===== src/rtl/spi_mic_receiver.sv =====
`default_nettype none
// ============================================================================
// Module   : spi_mic_receiver
// Purpose  : SPI master for a PmodMIC / ADCS7476-style ADC. Runs a periodic
//            frame, shifts MISO in MSB-first on sCLK rising edges and
//            returns the low DATA_BITS of each frame with a one-cycle
//            SampleValid pulse.
// Revision : 1.0  initial release
// ============================================================================
module spi_mic_receiver #(
  parameter int HALF_PERIOD   = 20,
  parameter int FRAME_BITS    = 16,
  parameter int DATA_BITS     = 12,
  parameter int SAMPLE_PERIOD = 2268
) (
  input  logic                 SystemClock,
  input  logic                 Reset,
  input  logic                 Enable,
  input  logic                 MISO,
  output logic                 nSS,
  output logic                 sCLK,
  output logic [DATA_BITS-1:0] Sample,
  output logic                 SampleValid,
  output logic                 FrameErr,
  output logic                 Overrun,
  output logic                 Busy
);

  localparam int c_RATE_W = $clog2(SAMPLE_PERIOD);
  localparam int c_HALF_W = $clog2(HALF_PERIOD + 1);
  localparam int c_BIT_W  = $clog2(FRAME_BITS + 1);

  typedef enum logic [2:0] {
    IDLE  = 3'd0,
    SETUP = 3'd1,
    LOW   = 3'd2,
    HIGH  = 3'd3,
    DONE  = 3'd4
  } state_t;

  state_t                  r_state;
  state_t                  w_stateNext;
  logic [c_RATE_W-1:0]     r_rateCnt;
  logic [c_HALF_W-1:0]     r_halfCnt;
  logic [c_BIT_W-1:0]      r_bitCnt;
  logic [FRAME_BITS-1:0]   r_shReg;
  logic [DATA_BITS-1:0]    r_sample;
  logic                    r_sampleValid;
  logic                    r_frameErr;
  logic                    r_overrun;

  logic                    w_trigger;
  logic                    w_halfLast;
  logic                    w_firstHigh;
  logic [c_BIT_W-1:0]      w_bitCntNext;
  logic [FRAME_BITS-1:0]   w_shNext;
  logic                    w_nss;
  logic                    w_sclk;

  // Periodic trigger source; only advances while conversions are enabled
  assign w_trigger = Enable && (r_rateCnt == c_RATE_W'(SAMPLE_PERIOD - 1));

  // Frame-timing helpers. The shift happens in the first HIGH cycle, so the
  // "next" views let the last HIGH cycle see the updated bit and data even
  // when HALF_PERIOD is 1.
  assign w_halfLast   = (r_halfCnt == c_HALF_W'(HALF_PERIOD - 1));
  assign w_firstHigh  = (r_state == HIGH) && (r_halfCnt == '0);
  assign w_bitCntNext = w_firstHigh ? (r_bitCnt + c_BIT_W'(1)) : r_bitCnt;
  assign w_shNext     = w_firstHigh ? {r_shReg[FRAME_BITS-2:0], MISO} : r_shReg;

  // Sample-rate counter: wraps at SAMPLE_PERIOD, parked at zero when disabled
  always_ff @(posedge SystemClock) begin
    if (Reset || !Enable) begin
      r_rateCnt <= '0;
    end else if (r_rateCnt == c_RATE_W'(SAMPLE_PERIOD - 1)) begin
      r_rateCnt <= '0;
    end else begin
      r_rateCnt <= r_rateCnt + c_RATE_W'(1);
    end
  end

  // State register
  always_ff @(posedge SystemClock) begin
    if (Reset) begin
      r_state <= IDLE;
    end else begin
      r_state <= w_stateNext;
    end
  end

  // Next-state and pin decode; chip select and clock are pure state decodes
  always_comb begin
    w_stateNext = r_state;
    w_nss       = 1'b1;
    w_sclk      = 1'b1;
    case (r_state)
      IDLE: begin
        if (w_trigger) w_stateNext = SETUP;
      end
      SETUP: begin
        w_nss = 1'b0;
        if (w_halfLast) w_stateNext = LOW;
      end
      LOW: begin
        w_nss  = 1'b0;
        w_sclk = 1'b0;
        if (w_halfLast) w_stateNext = HIGH;
      end
      HIGH: begin
        w_nss = 1'b0;
        if (w_halfLast) begin
          w_stateNext = (w_bitCntNext == c_BIT_W'(FRAME_BITS)) ? DONE : LOW;
        end
      end
      DONE: begin
        w_stateNext = IDLE;
      end
      default: begin
        w_stateNext = IDLE;
      end
    endcase
  end

  // Half-period timer restarts on every state change
  always_ff @(posedge SystemClock) begin
    if (Reset) begin
      r_halfCnt <= '0;
    end else if (w_stateNext != r_state) begin
      r_halfCnt <= '0;
    end else if (r_state == SETUP || r_state == LOW || r_state == HIGH) begin
      r_halfCnt <= r_halfCnt + c_HALF_W'(1);
    end
  end

  // Shift register and bit counter; MISO is captured once per sCLK rise
  always_ff @(posedge SystemClock) begin
    if (Reset) begin
      r_shReg  <= '0;
      r_bitCnt <= '0;
    end else begin
      r_shReg <= w_shNext;
      if (r_state == IDLE) begin
        r_bitCnt <= '0;
      end else begin
        r_bitCnt <= w_bitCntNext;
      end
    end
  end

  // Result registers load on entry to DONE so Sample is already valid
  // during the SampleValid cycle
  always_ff @(posedge SystemClock) begin
    if (Reset) begin
      r_sample      <= '0;
      r_frameErr    <= 1'b0;
      r_sampleValid <= 1'b0;
    end else begin
      r_sampleValid <= (r_state == HIGH) && (w_stateNext == DONE);
      if ((r_state == HIGH) && (w_stateNext == DONE)) begin
        r_sample   <= w_shNext[DATA_BITS-1:0];
        r_frameErr <= |w_shNext[FRAME_BITS-1:DATA_BITS];
      end
    end
  end

  // Sticky flag: a trigger arrived while a frame was still running
  always_ff @(posedge SystemClock) begin
    if (Reset) begin
      r_overrun <= 1'b0;
    end else if (w_trigger && (r_state != IDLE)) begin
      r_overrun <= 1'b1;
    end
  end

  assign nSS         = w_nss;
  assign sCLK        = w_sclk;
  assign Sample      = r_sample;
  assign SampleValid = r_sampleValid;
  assign FrameErr    = r_frameErr;
  assign Overrun     = r_overrun;
  assign Busy        = (r_state != IDLE);

endmodule
`default_nettype wire


===== config.mk =====
export PLATFORM = sky130hd
export DESIGN_NAME = spi_mic_receiver
export DESIGN_NICKNAME = d
export VERILOG_FILES = /design/src/rtl/spi_mic_receiver.sv
export SDC_FILE = /design/constraint.sdc
export NUM_CORES = 1
export LEC_CHECK = 0
export CORE_ASPECT_RATIO = 0.7
export CORE_MARGIN = 2
export CORE_UTILIZATION = 50
export CTS_BUF_LIST = sky130_fd_sc_hd__clkbuf_16
export CTS_CLUSTER_SIZE = 14
export DETAILED_ROUTE_END_ITERATION = 10
export HOLD_SLACK_MARGIN = 0.05
export PLACE_DENSITY = 0.76
export RECOVER_POWER = 25
export SLEW_MARGIN = 10
export SYNTH_ARGS = -nofsm -noshare
export SYNTH_HDL_FRONTEND = slang
export SYNTH_SLANG_ARGS = --single-unit

===== constraint.sdc =====
create_clock -name SystemClock -period 2.3 [get_ports SystemClock]
set_input_delay 0.46 -clock SystemClock [delete_from_list [all_inputs] [get_ports SystemClock]]
set_output_delay 0.46 -clock SystemClock [all_outputs]
set_load 0.01 [all_outputs]

==> impl_metrics.csv <==
group,metric,value,unit
sta,final_critical_path_setup_slack,-0.00430,ns
logic_synthesis,number_of_enable_flip_flop_cells_after_synthesis,0,
clocking,path_clk_slew,0.07,ns
clocking,root_buffer,"clkbuf_16",
critical_path,critical-path-max-stage-delay,0.49,ns
final_layout,area_of_the_multi_input_gates,0.00127,sq mm
global_route,grt_first_pass_wirelength,8.09,mm
logic_synthesis,synth_area,0.00247,sq mm
clocking,tritoncts_num_sinks,56,
sta,report.final.hold_viol_count,0,
sta,post-route-period-util,100,%
logic_synthesis,syn_area_per_cell,9.12,sq um
global_route,globalRouteOverflowTotal,0,
sta,rsz_0062_raised_after_global_routing,"true",
placement,place_congestion,0.838,
logic_synthesis,yosys_warnings,0,
sta,worst_case_hold_slack,0.451,ns
sta,timing_worst_slew_pin_value,0.509,ns
min_path,holdCritPathClass,"register to register",
logic_synthesis,yosys.area.top_type_share,45.4,%
floorplan,floorplan.die.width,88.0,microns
final_layout,area_growth_syn_to_layout,24.1,%
power,worst_ir_drop_vdd,0.000448,V
routing,drc,0,
logic_synthesis,synthMostInstantiatedCell,"dfxtp_1",
critical_path,critPathLaunchType,"register",
clocking,clock_latency_late_sink,0.29,ns
power,power-per-cell-area,606,mW/mm^2
critical_path,timing.setup.critical_path_class,"register to register",
global_route,grt_util_all_layers,18.5,%
sta,timing.fmax,434,MHz
final_layout,ff_latch_area,0.00112,sq mm
logic_synthesis,synth_ff_type,"dfxtp_1",
global_route,antenna_violations_before_repair,0,
final_layout,nNetsFinal,311,
placement,dp_hpwl,3.25,mm
clocking,hold_buffer_count_at_cts,0,
final_layout,antenna_diodes,0,
routing,firstDrtPassIters,5,
logic_synthesis,netlist-cell-type-count,39,
sta,slew_headroom,65.9,%
sta,finalCriticalPeriod,2.30,ns
flow_run,cap_violations,0,
logic_synthesis,syn_nets,279,
placement,port_buffers,21,
logic_synthesis,async_reset_ff_share,0,%
global_route,grt_max_degree,37,
floorplan,floorplan_die_area,0.00553,sq mm
floorplan,initial_utilization,51.7,%
logic_synthesis,post-synth-top-area-cell,"dfxtp_1",
logic_synthesis,synth_commonest_cells,"56 x dfxtp_1, 47 x nand2_1, 28 x nor2_1",
floorplan,core.rowCount,21,
sta,finalSetupViolCount,4,
routing,ant_nets,0,
critical_path,crit_fanout,6,
final_layout,utilization,64.1,%
clocking,tritoncts.num_buffers,5,
sta,fin_skew,0.00540,ns
clocking,tritoncts,"yes",
final_layout,n_fill_cell,403,
critical_path,crit_path_top_delay_cell,"or4b_4",
clocking,cts_htree_levels,2,
routing,wl_per_cell,13.0,microns
routing,vias,1908,
logic_synthesis,synth_seq_cells,56,
sta,setup_total_negative_slack,-0.0140,ns
global_route,grt_pass1_vias,1789,
final_layout,final_cell_count_no_fill,373,
critical_path,critical_path_data_arrival_time,2.49,ns
logic_synthesis,yosysSeqAreaShare,45.4,%
status,failed_checks,"setup timing",
routing,detail_route.iter0.violations,73,
final_layout,layout-drive-gt1-share,16.4,%
logic_synthesis,yosys-top-cells-area,"dfxtp_1 45%, nand2_1 7.1%, mux2_4 5.5%",
status,status,"finished, violations left",
critical_path,cells_traversed_along_the_worst_timing_path,"inv_2, ha_4, or4b_4, nor3_4, mux2i_2, nand4_4, clkbuf_16, mux2_4",
power,cellLeakagePower,1.13,nW
routing,drt-total-wl,4.86,mm
clocking,maximum_count_of_clock_buffers_along_a_single_path,2,
placement,place_inst,363,
floorplan,total_core_area,0.00478,sq mm
critical_path,cp_data_required_time,2.49,ns
floorplan,die_height,62.8,microns
critical_path,timing.critical_path.to_type,"register",
sta,maxSlewViolCount,0,
routing,avgViaCountPerCell,5.12,
floorplan,ioPinCount,22,
logic_synthesis,syn-instance-count,271,
placement,place_worst_setup_slack,-0.0273,ns
## flip-flops by register name (all words and copies together), names as in the netlist
name,flops
FrameErr,1
Overrun,1
Sample,12
SampleValid,1
r_bitCnt,5
r_halfCnt,5
r_rateCnt,12
r_shReg,16
r_state,3
## logic make-up after synthesis
group                      share of synthesized area (%)
AOI/OAI and AO/OA                                   8.05
xor gates and xnor gates                            6.03
adders and majority gates                           2.03
buffers and inverters                               4.00
DFF                                                 45.4
muxes                                               7.24
and+or+nand+nor                                     27.3
## layout make-up
class | instances | share of cell area (%)
multi-input cells | 194 | 41.6
clock inverters | 3 | 1.39
inverters | 7 | 0.857
repair buffers | 39 | 12.6
flip-flops and latches | 56 | 36.6
clock buffers | 5 | 4.08
well taps | 69 | 2.82
## placed cells by master, fill, tap and decap left out, types with 6 or more instances in the layout
cell type        instances
nand4_1                  6
buf_4                   15
nand2_1                 47
mux2_4                  11
clkbuf_16                6
xnor2_1                  7
xor2_1                  10
nor2_1                  28
clkdlybuf4s50_1         21
nor2b_1                 13
a21oi_1                 22
dfxtp_1                 54
nand3_1                  7
## worst max-delay path: cells and delay by family (launching register included)
kind | cells | cell delay [ns]
adders and majority gates | 1 | 0.12
DFF | 1 | 0.33
buffers and inverters | 2 | 0.26
and+or+nand+nor | 3 | 0.89
muxes | 2 | 0.61
## worst paths after layout
path / startpoint / to / slack, ns / cells past startpoint
setup / recovery: r_halfCnt[1]$_SDFFE_PP0N_ / Sample[11]$_SDFFE_PP0P_ / -0.004 / 8
hold / removal: r_rateCnt[0]$_SDFF_PP0_ / r_rateCnt[0]$_SDFF_PP0_ / 0.45 / 1
setup reg to reg: r_halfCnt[1]$_SDFFE_PP0N_ / Sample[11]$_SDFFE_PP0P_ / -0.004 / 8
hold reg to reg: r_rateCnt[0]$_SDFF_PP0_ / r_rateCnt[0]$_SDFF_PP0_ / 0.45 / 1
## repair_timing
item	in CTS	in global routing
pin swaps	1	4
endpoints found under the setup margin	11	12
cloned	0	1
buffers inserted	0	1
resized for setup	0	8
## report_power, final
group	switching, W	internal [W]
registers	0.00000126	0.000970
logic	0.0000179	0.0000120
clock network	0.000343	0.000512
total	0.000362	0.00149
## stage by stage
| stage | total power (W) | area [sq um] |
|---|---|---|
| 2_1_floorplan | 0.00101 | 2470 |
| 3_3_place_gp | 0.00102 | 2840 |
| 4_1_cts | 0.00186 | 3010 |
| 3_5_place_dp | 0.00102 | 2840 |
| 6_report | 0.00186 | 3070 |
| 5_1_grt | 0.00192 | 3070 |
## layer usage
| metal | part of all wire (%) | routed length (microns) | global-route usage [%] |
|---|---|---|---|
| met5 | 0 | 0 | 0 |
| met3 | 3.6 | 175 | 5.94 |
| met1 | 48 | 2350 | 25.5 |
| met4 | 1.7 | 81 | 4.73 |
| met2 | 46 | 2250 | 28.1 |
Power figures use the tool's default switching activity.
